File: src/rtl/apb_uart_regs.sv
`default_nettype none
// ============================================================================
// Module      : apb_uart_regs
// Description : APB3 register front end of the APB UART. Bus writes to DATA
//               push the TX FIFO, bus reads of DATA pop the RX FIFO (one wait
//               state). Also holds the baud divisor, sticky error flags and an
//               optional interrupt controller.
// Optional    : define UART_IRQ_EN to build IER/ISR/irq; otherwise IER and ISR
//               read as 0 (no error) and irq is tied low.
// Ports       : clk, rst_n (async, active low)
//               paddr/psel/penable/pwrite/pwdata -> prdata/pready/pslverr (APB3)
//               tx_fifo_wr_en/tx_fifo_din, tx_fifo_full/tx_fifo_empty (TX FIFO)
//               rx_fifo_rd_en, rx_fifo_dout/full/empty (RX FIFO)
//               rx_ready, rx_error (uart_rx pulses)
//               divisor (baud generator), irq (level interrupt)
// Revision    : 1.0 - initial release
// ============================================================================
module apb_uart_regs #(
  parameter int          DATA_WIDTH = 8,
  parameter logic [31:0] DIV_RESET  = 32'd16
) (
  input  logic                  clk,
  input  logic                  rst_n,
  input  logic [4:0]            paddr,
  input  logic                  psel,
  input  logic                  penable,
  input  logic                  pwrite,
  input  logic [31:0]           pwdata,
  output logic [31:0]           prdata,
  output logic                  pready,
  output logic                  pslverr,
  output logic                  tx_fifo_wr_en,
  output logic [DATA_WIDTH-1:0] tx_fifo_din,
  input  logic                  tx_fifo_full,
  input  logic                  tx_fifo_empty,
  output logic                  rx_fifo_rd_en,
  input  logic [DATA_WIDTH-1:0] rx_fifo_dout,
  input  logic                  rx_fifo_full,
  input  logic                  rx_fifo_empty,
  input  logic                  rx_ready,
  input  logic                  rx_error,
  output logic [31:0]           divisor,
  output logic                  irq
);

  localparam logic [2:0] c_ADDR_DATA   = 3'd0;
  localparam logic [2:0] c_ADDR_STATUS = 3'd1;
  localparam logic [2:0] c_ADDR_DIV    = 3'd2;
  localparam logic [2:0] c_ADDR_IER    = 3'd3;
  localparam logic [2:0] c_ADDR_ISR    = 3'd4;

  typedef enum logic [1:0] {
    IDLE    = 2'd0,
    RD_POP  = 2'd1,
    RD_DONE = 2'd2
  } state_t;

  state_t      state_q, state_d;
  logic        rd_empty_q, rd_empty_d;   // RX FIFO was empty when the read was decoded
  logic [31:0] divisor_q, divisor_d;
  logic [2:0]  sticky_q, sticky_d;       // {RX_OVF, TX_OVF, RX_ERR}

  logic [2:0]  w_addr;
  logic        w_access;
  logic        w_reg_wr;
  logic        w_wr_en, w_rd_en;
  logic        w_pready, w_pslverr;
  logic [31:0] w_prdata, w_reg_rdata, w_status;
  logic [3:0]  w_ier, w_isr;
  logic [2:0]  w_sticky_set, w_sticky_clr;
  logic        w_unused;

  assign w_addr   = paddr[4:2];
  assign w_access = psel & penable;
  assign w_unused = ^paddr[1:0];

  assign w_status = {25'd0, sticky_q[2], sticky_q[1], sticky_q[0],
                     rx_fifo_empty, rx_fifo_full, tx_fifo_empty, tx_fifo_full};

  always_comb begin
    w_reg_rdata = 32'd0;
    case (w_addr)
      c_ADDR_STATUS: w_reg_rdata = w_status;
      c_ADDR_DIV:    w_reg_rdata = divisor_q;
      c_ADDR_IER:    w_reg_rdata = {28'd0, w_ier};
      c_ADDR_ISR:    w_reg_rdata = {28'd0, w_isr};
      default:       w_reg_rdata = 32'd0;
    endcase
  end

  // Access FSM. The pop is issued in the decode cycle so the FIFO output is
  // valid in the following cycle, which completes the transfer. RD_DONE is a
  // guard cycle: even if the master keeps psel/penable high, no second pop.
  always_comb begin
    state_d    = state_q;
    rd_empty_d = rd_empty_q;
    w_pready   = 1'b0;
    w_pslverr  = 1'b0;
    w_prdata   = 32'd0;
    w_wr_en    = 1'b0;
    w_rd_en    = 1'b0;
    w_reg_wr   = 1'b0;
    case (state_q)
      IDLE: begin
        if (w_access) begin
          if (!pwrite && w_addr == c_ADDR_DATA) begin
            state_d    = RD_POP;
            w_rd_en    = ~rx_fifo_empty;
            rd_empty_d = rx_fifo_empty;
          end else begin
            w_pready  = 1'b1;
            w_reg_wr  = pwrite;
            w_prdata  = pwrite ? 32'd0 : w_reg_rdata;
            w_wr_en   = pwrite && (w_addr == c_ADDR_DATA) && !tx_fifo_full;
            w_pslverr = (w_addr > c_ADDR_ISR) ||
                        (pwrite && (w_addr == c_ADDR_DATA) && tx_fifo_full);
          end
        end
      end
      RD_POP: begin
        w_pready  = 1'b1;
        w_pslverr = rd_empty_q;
        w_prdata  = rd_empty_q ? 32'd0 : 32'(rx_fifo_dout);
        state_d   = RD_DONE;
      end
      RD_DONE: state_d = IDLE;
      default: state_d = IDLE;
    endcase
  end

  // Set beats clear when both hit the same flag in one cycle.
  assign w_sticky_set = {rx_ready & rx_fifo_full,
                         w_reg_wr & (w_addr == c_ADDR_DATA) & tx_fifo_full,
                         rx_error};
  assign w_sticky_clr = (w_reg_wr && w_addr == c_ADDR_STATUS) ? pwdata[6:4] : 3'd0;

  always_comb begin
    sticky_d  = (sticky_q & ~w_sticky_clr) | w_sticky_set;
    divisor_d = divisor_q;
    if (w_reg_wr && w_addr == c_ADDR_DIV) divisor_d = pwdata;
  end

  always_ff @(posedge clk or negedge rst_n) begin
    if (!rst_n) begin
      state_q    <= IDLE;
      rd_empty_q <= 1'b0;
      divisor_q  <= DIV_RESET;
      sticky_q   <= 3'd0;
    end else begin
      state_q    <= state_d;
      rd_empty_q <= rd_empty_d;
      divisor_q  <= divisor_d;
      sticky_q   <= sticky_d;
    end
  end

`ifdef UART_IRQ_EN
  logic [3:0] ier_q, ier_d;
  logic       irq_q, irq_d;
  logic [3:0] w_pending;

  always_comb begin
    // {rx full, any sticky error, tx empty, rx data available}
    w_pending = {rx_fifo_full, |sticky_q, tx_fifo_empty, ~rx_fifo_empty};
    ier_d     = ier_q;
    if (w_reg_wr && w_addr == c_ADDR_IER) ier_d = pwdata[3:0];
    w_ier     = ier_q;
    w_isr     = w_pending & ier_q;
    irq_d     = |w_isr;
  end

  always_ff @(posedge clk or negedge rst_n) begin
    if (!rst_n) begin
      ier_q <= 4'd0;
      irq_q <= 1'b0;
    end else begin
      ier_q <= ier_d;
      irq_q <= irq_d;
    end
  end

  assign irq = irq_q;
`else
  assign w_ier = 4'd0;
  assign w_isr = 4'd0;
  assign irq   = 1'b0;
`endif

  assign prdata        = w_prdata;
  assign pready        = w_pready;
  assign pslverr       = w_pslverr;
  assign divisor       = divisor_q;
  assign tx_fifo_din   = pwdata[DATA_WIDTH-1:0];
  // Strobes drop with reset asynchronously, independent of the inputs.
  assign tx_fifo_wr_en = w_wr_en & rst_n;
  assign rx_fifo_rd_en = w_rd_en & rst_n;

endmodule
`default_nettype wire

File: config.mk
export PLATFORM = sky130hd
export DESIGN_NAME = apb_uart_regs
export DESIGN_NICKNAME = d
export VERILOG_FILES = /design/src/rtl/apb_uart_regs.sv
export SDC_FILE = /design/constraint.sdc
export NUM_CORES = 1
export LEC_CHECK = 0
export BUFFER_PORTS_ARGS = -buffer_cell sky130_fd_sc_hd__buf_2
export CAP_MARGIN = 5
export CORE_MARGIN = 4
export CORE_UTILIZATION = 43
export DETAILED_ROUTE_END_ITERATION = 7
export PLACE_DENSITY = 0.89
export RECOVER_POWER = 50
export SYNTH_ARGS = -nofsm -noshare
export SYNTH_HDL_FRONTEND = slang
export SYNTH_SLANG_ARGS = --single-unit
File: constraint.sdc
create_clock -name clk -period 1.7 [get_ports clk]
set_input_delay 0.085 -clock clk [delete_from_list [all_inputs] [get_ports clk]]
set_output_delay 0.085 -clock clk [all_outputs]
set_load 0.01 [all_outputs]
==> flow_metrics.tcl <==
set metrics [dict create \
    crit_path_max_fanout 6 \
    dr_total_vias 1758 \
    layout-area-overhead-vs-synth_pct 42.8 \
    clock_sink_count 38 \
    top_area_cells_in_the_synthesized_netlist "sky130_fd_sc_hd__dfrtp_1, sky130_fd_sc_hd__mux2_4, sky130_fd_sc_hd__a22o_1" \
    htree_num_levels 2 \
    ys_seq_elements 38 \
    timing.critical_path.from_type "flop" \
    antenna_found_initial 0 \
    synth_area_um2 2090 \
    synth_top_area_share_pct 44.2 \
    detailed_place.area_um2 2750 \
    die_w_um 77.8 \
    totalWireLength_mm 5.44 \
    routed_via_density 4.87 \
    result_of_the_run "finished, violations left" \
    cts_tree "done" \
    violated_checks "negative setup slack" \
    io-pin-count 133 \
    total_of_fill_cells_in_the_finished_design 367 \
    synth-seq-area-share_pct 45.5 \
    dp_slack_ps 35.9 \
    fmax_mhz 545 \
    stdcell_count 361 \
    layout-drive-gt1-share_pct 61.9 \
    critPathCaptureType "primary output" \
    worst_ir_drop_vdd_uv 532 \
    die_y_um 77.8 \
    yosys-top-cells-count "sky130_fd_sc_hd__dfrtp_1, sky130_fd_sc_hd__mux2_4, sky130_fd_sc_hd__and2_1" \
    rsz0062_at_grt "true" \
    setup_viol_count_final 32 \
    cts_max_path_buffers 2 \
    vias_in_the_first_global_route 1731 \
    post-route-period-util_pct 108 \
    design_area_um2 2990 \
    worst_case_setup_margin_in_the_final_layout_ps -134 \
    p_per_area_nw_per_um2 863 \
    maxCapViolCount 0 \
    floorplan.rows 25 \
    required_time_of_the_critical_path_ps 1620 \
    class_of_the_tightest_hold_or_removal_check "primary input to flop" \
    insertedDiodeCount 0 \
    root_cell_of_the_clock_tree "sky130_fd_sc_hd__clkbuf_8" \
    drv_slew 0 \
    clock-skew-final_ps 4.68 \
    detail_route.drc_violations 0 \
    worst_skew_pair.late_latency_ps 280 \
    synth.net_count 216 \
    finalSetupTns_ps -2950 \
    tightest_slew_ps 930 \
    number_of_enable_flip_flop_cells_after_synthesis 0 \
    floorplan.initialDensity_pct 44.3 \
    design.core.area_um2 4720 \
    ys_async_sr_fraction_pct 100 \
    syn-mean-instance-area_um2 13.1 \
    cts_made_buffers 5 \
    first_iter_violations 63 \
    synth_flop_cell "sky130_fd_sc_hd__dfrtp_1" \
    synth_most_common_cell "sky130_fd_sc_hd__dfrtp_1" \
    yosys.area.top_type "sky130_fd_sc_hd__dfrtp_1" \
    synth_warnings 0 \
    finalHoldViolCount 0 \
    pin_count_of_the_biggest_net_entering_global_routing 39 \
    fp.dieArea_um2 6050 \
    ant_nets 0 \
    critical_path_class "flop to primary output" \
    gr-usage-all-layers_pct 17.8 \
    total_of_buffers_placed_on_input_and_output_ports 129 \
    final_util_pct 63.3 \
    grt-ovfl-total 0 \
    path_clk_slew_ps 80 \
    yosys.cell_types.count 29 \
    total_leakage_power_nw 1.70 \
    cp_data_arrival_time_ps 1750 \
    final_nets 349 \
    dp_hpwl_mm 3.89 \
    synth_cells 160 \
    timing.slew.headroom_pct 38.0 \
    wl_per_cell_um 15.1 \
    finalWeightedCongestion 0.817 \
    grt_pass1_wl_mm 8.66 \
    finalCriticalPeriod_ps 1830 \
    dp_cells 346 \
    detail_route.first_pass.iterations 4 \
]
==> worst max-delay path, stage by stage (launching register included) <==
cell and delay (ps):
sky130_fd_sc_hd__dfrtp_1 370, sky130_fd_sc_hd__and4bb_4 380, sky130_fd_sc_hd__nor4b_4 260, sky130_fd_sc_hd__buf_4 200, sky130_fd_sc_hd__a22o_1 130, sky130_fd_sc_hd__buf_2 120
==> power breakdown <==
part | internal [W] | switching, W | leakage (nW)
clock | 0.000431 | 0.000302 | 0.0579
sequential | 0.00107 | 0.000124 | 0.478
combinational | 0.000381 | 0.000275 | 1.17
total | 0.00188 | 0.000701 | 1.70
==> layout make-up <==
| type | instances | area, um^2 | share of cell area (%) |
|---|---|---|---|
| well taps | 67 | 83.8 | 2.80 |
| clock buffers | 5 | 68.8 | 2.30 |
| clock inverters | 3 | 40.0 | 1.34 |
| flip-flops and latches | 38 | 952 | 31.8 |
| repair buffers | 142 | 774 | 25.9 |
| inverters | 1 | 3.75 | 0.126 |
| multi-input cells | 105 | 1070 | 35.7 |
==> placed cells by master, fill, tap and decap left out, types with 2 or more instances in the layout <==
| cell | netlist | final |
|---|---|---|
| sky130_fd_sc_hd__buf_2 | 1 | 109 |
| sky130_fd_sc_hd__dfrtp_1 | 37 | 37 |
| sky130_fd_sc_hd__mux2_4 | 30 | 30 |
| sky130_fd_sc_hd__a22o_1 | 18 | 18 |
| sky130_fd_sc_hd__and2_1 | 24 | 17 |
| sky130_fd_sc_hd__clkbuf_1 | 3 | 15 |
| sky130_fd_sc_hd__buf_4 | 10 | 8 |
| sky130_fd_sc_hd__and2_4 | 0 | 7 |
| sky130_fd_sc_hd__buf_6 | 4 | 6 |
| sky130_fd_sc_hd__clkbuf_8 | 0 | 5 |
| sky130_fd_sc_hd__and4bb_4 | 1 | 4 |
| sky130_fd_sc_hd__nand2_1 | 4 | 4 |
| sky130_fd_sc_hd__nor2_1 | 3 | 3 |
| sky130_fd_sc_hd__o21ai_0 | 3 | 3 |
| sky130_fd_sc_hd__nand3_1 | 3 | 3 |
| sky130_fd_sc_hd__nor2b_1 | 2 | 2 |
| sky130_fd_sc_hd__mux2_2 | 2 | 2 |
| sky130_fd_sc_hd__clkinv_2 | 0 | 2 |
| sky130_fd_sc_hd__dlygate4sd3_1 | 0 | 2 |
==> logic make-up (layout without fill, tap and decap cells) <==
logic type / after synthesis / in the layout / synth area share, %
flops: 38 / 38 / 45.5
other cells: 1 / 1 / 0.179
compound gates: 22 / 22 / 8.60
mux: 33 / 33 / 23.1
simple gates: 47 / 49 / 15.9
buf+inv: 19 / 151 / 6.69
==> repair_timing <==
action / in CTS / in global routing
setup buffers: 3 / 0
pin swaps: 6 / 5
gates cloned: 2 / 0
endpoints found under the hold margin: 38 / 0
gates resized for setup: 2 / 19
setup endpoints to repair: 32 / 64
hold buffers: 2 / 0
==> routing by layer <==
layer  global-route usage, %  vias to the layer above  routed length, um
met4                    4.80                        0                 23
met3                    4.06                        4                321
met2                    29.0                       69               2800
met1                    23.6                      857               2290
li1                        -                      828                  -
met5                       0                        -                  0
==> worst paths after layout <==
kind	startpoint	to	slack [ps]	cells past startpoint
worst max-delay path	state_q[0]	prdata[6]	-130	5
worst min-delay path	pwdata[17]	divisor[17]	20	2
worst max register to register	state_q[0]	divisor[31]	50	5
worst min register to register	sticky_q[0]	sticky_q[0]	490	1
max in group asynchronous	rst_n	divisor[10]	530	3
min in group asynchronous	rst_n	rd_empty_q	590	3
==> through the flow <==
step / hold slack, ps / total power [W]
2_1_floorplan: -211 / 0.00156
3_3_place_gp: 171 / 0.00183
3_5_place_dp: 182 / 0.00186
4_1_cts: 11.1 / 0.00262
5_1_grt: 1.56 / 0.00273
6_report: 24.1 / 0.00258
==> state kept, by name, indices dropped and copies added, names as in the netlist <==
signal      cells
sticky_q        3
divisor        32
rd_empty_q      1
state_q         2
(Power assumes the default switching activity.)
